[src/rtl/prbs_sat_counter.sv]
// Saturating up-counter with synchronous clear; clear wins over increment.
`default_nettype none

module prbs_sat_counter #(
  parameter int CNT_W = 16
) (
  input  logic             clk,
  input  logic             rst_n,
  input  logic             inc,
  input  logic             clr,
  output logic [CNT_W-1:0] count
);

  always_ff @(posedge clk) begin
    if (!rst_n) begin
      count <= '0;
    end else if (clr) begin
      count <= '0;
    end else if (inc && (count != '1)) begin
      count <= count + 1'b1;
    end
  end

endmodule

`default_nettype wire

[config.mk]
export PLATFORM = sky130hd
export DESIGN_NAME = prbs_sat_counter
export DESIGN_NICKNAME = d
export VERILOG_FILES = /design/src/rtl/prbs_sat_counter.sv
export SDC_FILE = /design/constraint.sdc
export NUM_CORES = 1
export LEC_CHECK = 0
export CORE_UTILIZATION = 43
export CTS_CLUSTER_DIAMETER = 80
export DETAILED_ROUTE_END_ITERATION = 12
export PLACE_DENSITY = 0.73
export SLEW_MARGIN = 30
export SYNTH_ARGS = -nofsm -noshare
export SYNTH_HDL_FRONTEND = slang
export SYNTH_SLANG_ARGS = --single-unit
[constraint.sdc]
create_clock -name clk -period 1.45 [get_ports clk]
set_input_delay 0.3625 -clock clk [delete_from_list [all_inputs] [get_ports clk]]
set_output_delay 0.3625 -clock clk [all_outputs]
set_load 0.05 [all_outputs]
## Word-level counts from Yosys, hierarchy flattened

Index checks and enable logic that the tools add are counted.

| storage, ports and cells | value |
|---|---|
| register bits after elaboration | 16 |
| input port bits | 4 |
| logic and storage cells | 6 |

| cells by class | value |
|---|---|
| add/sub/neg operators | 1 |
| equal/unequal tests | 1 |
| bitwise gates (word level) | 1 |
| reduce and logical (&&, ||, !) cells | 2 |

Operators by type and width:

| operator | count |
|---|---|
| $add 16x1->16 const B | 1 |
| $ne 16x16->1 const B | 1 |
| $reduce_or 2->1 | 1 |
| $logic_and 1x1->1 | 1 |
| $not 1->1 | 1 |

## Depth between registers and ports, before layout

Gate-level depths: netlist of the first run.

| logic depth | value |
|---|---|
| word-level depth | 2 |
| gate-level depth with buffers | 5 |
| mapped depth without buffers | 5 |

## Least setup slack after synthesis of the first run

No wires, ideal clock.

| path | value |
|---|---|
| path type | register to register |
| start point | register count[0] |
| end point | register count[14] |
| library setup time | 115 ps |
| arrival | 1788 ps |
| required time | 1335 ps |
| setup slack | -453 ps |
| cell stages (with the launch flop) | 6 |
| buffers on the path | 0 |
| path through | dfxtp_1 -> ha_1 -> and4_2 -> o311ai_2 -> o31a_1 -> o21a_1 |

| on the way | value |
|---|---|
| longest elaborated chain between the ends | 2 |
| elaborated cells on any way between the ends | 3 |
| classes of those cells | add/sub: 1; eq/ne: 1; reduce/logical: 1 |

Ends and longest elaborated chain:

| element | RTL line | text |
|---|---|---|
| start, declared | 11 | `output logic [CNT_W-1:0] count` |
| start signal, assigned | 20 | `count <= count + 1'b1;` |
| parallel branches: the longest is 2 deep, another holds $add 16x1->16 | -- |  |

Parallel ways; which one is timed is not known.
A chain may end at the register's enable or synchronous reset.

## Final worst setup path of the first run

| path | value |
|---|---|
| start point | register count[1] |
| end point | register count[13] |

Same word-level chain as after synthesis.

==> impl_results.md, run 1 <==
- DR vias: 1043
- Largest register FFs: 16
- Static Leak: 0.6552 nW
- Router iterations before antenna repair: 4
- Setup CP Type: reg -> reg
- Ratio of cells with drive above 1 in the final layout: 57.14%
- Worst Hold Depth: 1
- Initial Utilization: 47.99%
- Post-synth EDFFs: 0
- Mean Syn Cell Area: 9.501 um^2
- H-tree depth: 1
- Die Span Y: 46.84 um
- RSZ-0062 raised after global routing: yes
- IO Port Bufs: 19
- Final HPWL DP: 1.831 mm
- Top-level I/O count: 20
- Post-synthesis register bit count: 16
- Post-DR vias/cell: 6.321
- Wire per inst: 20.87 um
- Yosys top cell by area: dfxtp_1
- PD cells: 454.1 mW/mm^2
- WL final: 3.443 mm
- Tot Pwr: 0.7403 mW
- Most flop-heavy register: count
- Status: finished with violations
- Tmin final: 1.617 ns
- Max-cap violations: 0
- Number of global-route vias before repair: 900
- Synth Warn #: 0
- Fin. Hold Viols: 0
- CTS Buf Count: 3
- Worst Slack Setup Final: -0.1666 ns
- Layout area overhead: 88.57%
- Routability cong.: 0.8652
- CP Capture Type: flip-flop
- Worst-path fanout max: 8
- Drc violations: 0
- Cell variety after synth: 38
- Slew Limit Headroom: 75.16%
- Total Nets Final: 147
- CTS tree: yes
- Failing checks: setup timing
- FF-to-FF setup slack: -0.17 ns
- Pin count of the biggest net entering global routing: 11
- Synth async-reset ratio: 0%
- Reg2reg path depth: 5
- Chip width: 46.84 um
- Worst Max-Slew Pin Slew: 0.3713 ns
- CTS sink count: 16
- Die footprint: 0.002194 mm^2
- Syn Nets: 96
- Worst R2R End: count[13]$_SDFFE_PP0P_
- Max-slew violations: 0
- Global-route wire length before repair: 4.064 mm
- Gr ovfl total: 0
- Largest regs: count: 16 flops
- Post-synth design cell area: 864.6 um^2
- Most common cell after layout, fill and taps aside: buf_4
- Clock Skews: 0.009816 ns
- DRT antenna net count: 0
- Worst setup path end: count[13]$_SDFFE_PP0P_
- Fmax: 618.6 MHz
- Post-synth top flop: dfxtp_1
- Initial antenna violation count: 0
- Setup_tns: -0.7027 ns
- Placed cell area: 0.001485 mm^2
- Worst min path class: reg -> reg
- Worst vdd rail ir drop: 0.5200 mV
- Initial DRC count: 52
- Diode count: 0
- Synth Instances: 91
- Final instance area: 0.001630 mm^2
- CORE AREA: 0.001802 mm^2
- Reg2reg start: count[1]$_SDFFE_PP0P_
- CP Launch Type: flip-flop
- # setup viols final: 10
- Clock Pin Slew Worst Setup and Hold Paths: 0.11 ns
- Clock Path Buffers: 2
- WP data required: 1.68 ns
- Synth area leaders: dfxtp_1 (37%), nand4_4 (4.9%), nor2_1 (4.3%)
- CTS root buffer: clkbuf_4
- Worst skew pair latency: 0.30 ns
- Post-synth top area share: 37.05%
- Register area share after synthesis: 37.05%
- Worst Path Arrival: 1.84 ns
- Site Rows: 15
- Most frequent cells in the layout: buf_4 (27), dfxtp_4 (16), buf_12 (16)
- Critical Path Start: count[1]$_SDFFE_PP0P_
- Fin crit share: 111.5%
- GRT Overall Usage: 27.20%
-- kinds of logic (layout without fill, tap and decap cells) --
group | count (synthesis) | count (layout) | share of synthesized area [%]
and+or+nand+nor | 44 | 44 | 33.58
DFF | 16 | 16 | 37.05
adders and majority gates | 1 | 1 | 1.447
xor gates and xnor gates | 4 | 4 | 4.053
buffers and inverters | 3 | 52 | 1.302
AOI/OAI and AO/OA | 22 | 22 | 21.42
muxes | 1 | 1 | 1.158
-- power by group --
group          total [mW]  switching [mW]  leakage, nW  internal [mW]
Clock               0.261           0.164       0.0138         0.0970
Sequential          0.415         0.00217        0.142          0.413
Combinational      0.0649          0.0315        0.500         0.0335
-- area by class of cell --
cell class / instances / area [um^2]
Fill cell: 71 / 171.4
Clock buffer: 3 / 22.52
Timing Repair Buffer: 47 / 563.0
Inverter: 2 / 7.507
Sequential cell: 16 / 380.4
Tap cell: 25 / 31.28
Multi-Input combinational cell: 72 / 625.6
-- worst max-delay path: stages, from the launching register on --
cell and delay (ns):
dfxtp_4 0.37, ha_4 0.18, inv_1 0.18, nor3_4 0.11, or4_1 0.52, a21oi_1 0.18
-- how the worst min path moves through the flow --
stage / startpoint / to
finish: count[11]$_SDFFE_PP0P_ / count[11]$_SDFFE_PP0P_
global route: count[11]$_SDFFE_PP0P_ / count[11]$_SDFFE_PP0P_
CTS: count[11]$_SDFFE_PP0P_ / count[11]$_SDFFE_PP0P_
detailed placement: count[11]$_SDFFE_PP0P_ / count[11]$_SDFFE_PP0P_
global placement: count[9]$_SDFFE_PP0P_ / count[9]$_SDFFE_PP0P_
floorplan: rst_n / count[11]$_SDFFE_PP0P_
-- timing repair --
action / CTS / global route
pin swaps: 5 / 4
gates resized for setup: 4 / 10
endpoints found under the setup margin: 8 / 14
buffers inserted: 5 / 2
hold buffers: 0 / 0
-- Yosys cell counts, types with 3 or more instances --
library cell,number
nor2_1,10
and2_1,3
o21ai_0,4
nand2_1,5
xor2_1,3
a21oi_1,4
nor4_1,3
nand3_1,4
dfxtp_1,16
-- through the flow --
step	hold WS [ns]	setup WS, ns	instances	util, %
2_1_floorplan	0.5350	-0.03055	91	-
3_3_place_gp	0.4941	-0.3915	155	82.43
3_5_place_dp	0.5054	-0.4362	155	82.43
4_1_cts	0.5155	-0.03902	163	86.67
5_1_grt	0.5302	-0.2356	165	90.49
6_report	0.5161	-0.1666	165	90.49
-- routing by layer --
layer	GRT usage (%)	share of wire (%)	vias to the layer above	routed length [um]
met4	17.71	5.2	0	179
met5	0	0	-	0
met2	46.39	48	80	1665
met1	31.46	38	480	1324
met3	4.231	7.9	21	273
li1	-	-	462	-
(Power assumes the default switching activity.)
==> run 2: changes to the inputs <==
--- a/config.mk
+++ b/config.mk
@@ -5,10 +5,10 @@
 export SDC_FILE = /design/constraint.sdc
 export NUM_CORES = 1
 export LEC_CHECK = 0
-export CORE_UTILIZATION = 43
+export CORE_UTILIZATION = 48
 export CTS_CLUSTER_DIAMETER = 80
 export DETAILED_ROUTE_END_ITERATION = 12
-export PLACE_DENSITY = 0.73
+export PLACE_DENSITY = 0.77
 export SLEW_MARGIN = 30
 export SYNTH_ARGS = -nofsm -noshare
 export SYNTH_HDL_FRONTEND = slang
==> constraint.sdc (replaced) <==
create_clock -name clk -period 1.8 [get_ports clk]
set_input_delay 0.45 -clock clk [delete_from_list [all_inputs] [get_ports clk]]
set_output_delay 0.45 -clock clk [all_outputs]
set_load 0.05 [all_outputs]
==> run 2 against run 1 <==
Against the previous run:
- sequential power down 14%
- the run now ends clean
- combinational power down 44%
- largest cell class unchanged
- non-clock buffer count fell by 18
==> impl_results.md, run 2 (same netlist as run 1, synthesis figures left out) <==
- Slowest-stage cell, CP: dfxtp_1 (was or4_1)
- Most flop-heavy register: count (unchanged)
- Chip width: 44.44 um (was 46.84 um)
- Routability cong.: 0.8260 (was 0.8652)
- Max-slew violations: 0 (unchanged)
- Reg2reg path depth: 4 (was 5)
- Hold_buf cts: 0 (unchanged)
- Area of the multi-input gates: 534.3 um^2 (was 625.6 um^2)
- H-tree depth: 1 (unchanged)
- Worst Path Arrival: 1.80 ns (was 1.84 ns)
- CP Launch Type: flip-flop (unchanged)
- Fin. Hold Viols: 0 (unchanged)
- DR vias: 849 (was 1043)
- Post-DR vias/cell: 5.776 (was 6.321)
- IO Port Bufs: 19 (unchanged)
- Worst R2R End: count[1]$_SDFFE_PP0P_ (was count[13]$_SDFFE_PP0P_)
- Slowest cell delay on critical path: 0.50 ns (was 0.52 ns)
- Final HPWL DP: 1.661 mm (was 1.831 mm)
- CP Capture Type: flip-flop (unchanged)
- Most common cell after layout, fill and taps aside: buf_4 (unchanged)
- CP Cell Sequence: nand4_4 > o41ai_4 > mux2i_1 > nor2_1 (was ha_4 > inv_1 > nor3_4 > or4_1 > a21oi_1)
- RSZ-0062 raised after global routing: no (was yes)
- Worst vdd rail ir drop: 0.4757 mV (was 0.5200 mV)
- Setup CP Type: reg -> reg (unchanged)
- Clock Skews: 0.004975 ns (was 0.009816 ns)
- Met2 Wirelength: 1.095 mm (was 1.665 mm)
- Cell family with most CP delay: flip-flops (was simple AND/OR/NAND/NOR gates)
- WL final: 2.122 mm (was 3.443 mm)
- Gr ovfl total: 0 (unchanged)
- # setup viols final: 0 (was 10)
- CORE AREA: 0.001594 mm^2 (was 0.001802 mm^2)
- Total Nets Final: 129 (was 147)
- Routed met3 length: 103 um (was 273 um)
- PD cells: 519.2 mW/mm^2 (was 454.1 mW/mm^2)
- Initial Utilization: 54.24% (was 47.99%)
- Global-route wire length before repair: 3.525 mm (was 4.064 mm)
- GRT Overall Usage: 24.73% (was 27.20%)
- Fmax: 617.8 MHz (was 618.6 MHz)
- Final core occ: 76.06% (was 90.49%)
- WP buf/inv: 0 (was 1)
- DRT antenna net count: 0 (unchanged)
- Register area: 326.6 um^2 (was 380.4 um^2)
- Status: completed (was finished with violations)
- Worst Max-Slew Pin Slew: 0.4373 ns (was 0.3713 ns)
- Layout area overhead: 40.23% (was 88.57%)
- Max-cap violations: 0 (unchanged)
- Reg2reg start: count[14]$_SDFFE_PP0P_ (was count[1]$_SDFFE_PP0P_)
- Worst setup path end: count[1]$_SDFFE_PP0P_ (was count[13]$_SDFFE_PP0P_)
- Crit. path cell count: 4 (was 5)
- Number of global-route vias before repair: 809 (was 900)
- Fin crit share: 89.92% (was 111.5%)
- Top sig layer: met4 (unchanged)
- Die footprint: 0.001975 mm^2 (was 0.002194 mm^2)
- Worst-path fanout max: 8 (unchanged)
- Fill cell count: 119 (was 71)
- Initial antenna violation count: 0 (unchanged)
- Wire per inst: 14.44 um (was 20.87 um)
- CTS root buffer: clkbuf_4 (unchanged)
- Tmin final: 1.619 ns (was 1.617 ns)
- Diode count: 0 (unchanged)
- FF-to-FF setup slack: 0.18 ns (was -0.17 ns)
- Post-CTS Repair Setup Buffers: 0 (was 5)
- Final instance area: 0.001212 mm^2 (was 0.001630 mm^2)
- CTS Buf Count: 3 (unchanged)
- Top-level I/O count: 20 (unchanged)
- WP data required: 1.98 ns (was 1.68 ns)
- Clock Path Buffers: 2 (unchanged)
- Static Leak: 0.5031 nW (was 0.6552 nW)
- Slew Limit Headroom: 70.69% (was 75.16%)
- Met1 WL: 863 um (was 1.324 mm)
- Die Span Y: 44.44 um (was 46.84 um)
- Initial DRC count: 16 (was 52)
- Critical Path Start: count[14]$_SDFFE_PP0P_ (was count[1]$_SDFFE_PP0P_)
- Pin count of the biggest net entering global routing: 11 (unchanged)
- Clock Pin Slew Worst Setup and Hold Paths: 0.10 ns (was 0.11 ns)
- Worst skew pair latency: 0.28 ns (was 0.30 ns)
- Router iterations before antenna repair: 4 (unchanged)
- Worst min path class: reg -> reg (unchanged)
- Largest regs: count: 16 flops (unchanged)
- Ratio of cells with drive above 1 in the final layout: 34.96% (was 57.14%)
- Placed cell area: 0.001172 mm^2 (was 0.001485 mm^2)
- CTS sink count: 16 (unchanged)
- Setup_tns: 0 ns (was -0.7027 ns)
- Drc violations: 0 (unchanged)
- Site Rows: 14 (was 15)
- Largest register FFs: 16 (unchanged)
- CTS tree: yes (unchanged)
- Most frequent cells in the layout: buf_4 (22), dfxtp_1 (11), nor2_1 (10) (was buf_4 (27), dfxtp_4 (16), buf_12 (16))
## run 2: cell types whose count changed in the layout (fill, tap and decap cells not counted), sizes merged
| cell | previous run | this run |
|---|---|---|
| clkbuf | 3 | 4 |
| dlygate4sd2 | 1 | 0 |
| dlymetal6s2s | 0 | 1 |
| buf | 44 | 26 |
## run 2: how the worst min path moves through the flow
stage | start | to | slack, ns | depth (start not counted)
floorplan | count[13]$_SDFFE_PP0P_ | count[13]$_SDFFE_PP0P_ | 0.62 | 2
global placement | count[13]$_SDFFE_PP0P_ | count[13]$_SDFFE_PP0P_ | 0.51 | 2
detailed placement | count[13]$_SDFFE_PP0P_ | count[13]$_SDFFE_PP0P_ | 0.52 | 2
CTS | count[13]$_SDFFE_PP0P_ | count[13]$_SDFFE_PP0P_ | 0.53 | 2
global route | count[13]$_SDFFE_PP0P_ | count[13]$_SDFFE_PP0P_ | 0.57 | 2
finish | count[13]$_SDFFE_PP0P_ | count[13]$_SDFFE_PP0P_ | 0.53 | 2
## run 2: metrics by stage
step | cells | setup WS [ns] | hold slack [ns] | total power, mW
2_1_floorplan | 91 | 0.007048 | 0.6159 | 0.3840
3_3_place_gp | 143 | -0.1962 | 0.5055 | 0.4006
3_5_place_dp | 143 | -0.2895 | 0.5159 | 0.4016
4_1_cts | 147 | 0.01458 | 0.5304 | 0.6331
5_1_grt | 147 | 0.03783 | 0.5652 | 0.6520
6_report | 147 | 0.1814 | 0.5304 | 0.6295
## run 2: power by group
group	internal, mW	switching (mW)	total [mW]
Clock	0.123	0.113	0.236
Combinational	0.0163	0.0198	0.0361
Sequential	0.356	0.00190	0.357
Total	0.495	0.135	0.630
## run 2: routing by layer
metal	vias up	track usage [%]
met1	392	28.00
met2	32	44.12
met3	6	2.857
met5	-	0
met4	0	14.55
li1	419	-
## run 2: area by class of cell
type / instances / share of cell area (%)
Tap cell: 24 / 2.477
Multi-Input combinational cell: 72 / 44.07
Inverter: 2 / 0.6192
Timing Repair Buffer: 29 / 22.91
Clock buffer: 4 / 2.993
Sequential cell: 16 / 26.94
## run 2: repair_timing
item,CTS,global route
hold endpoints to repair,0,0
resized for setup,0,3
endpoints found under the setup margin,0,4
## run 2: tightest hold or removal path, delay by kind of cell, from the launching register on
kind | cells | cell delay [ns]
compound gates | 2 | 0.13
flops | 1 | 0.37
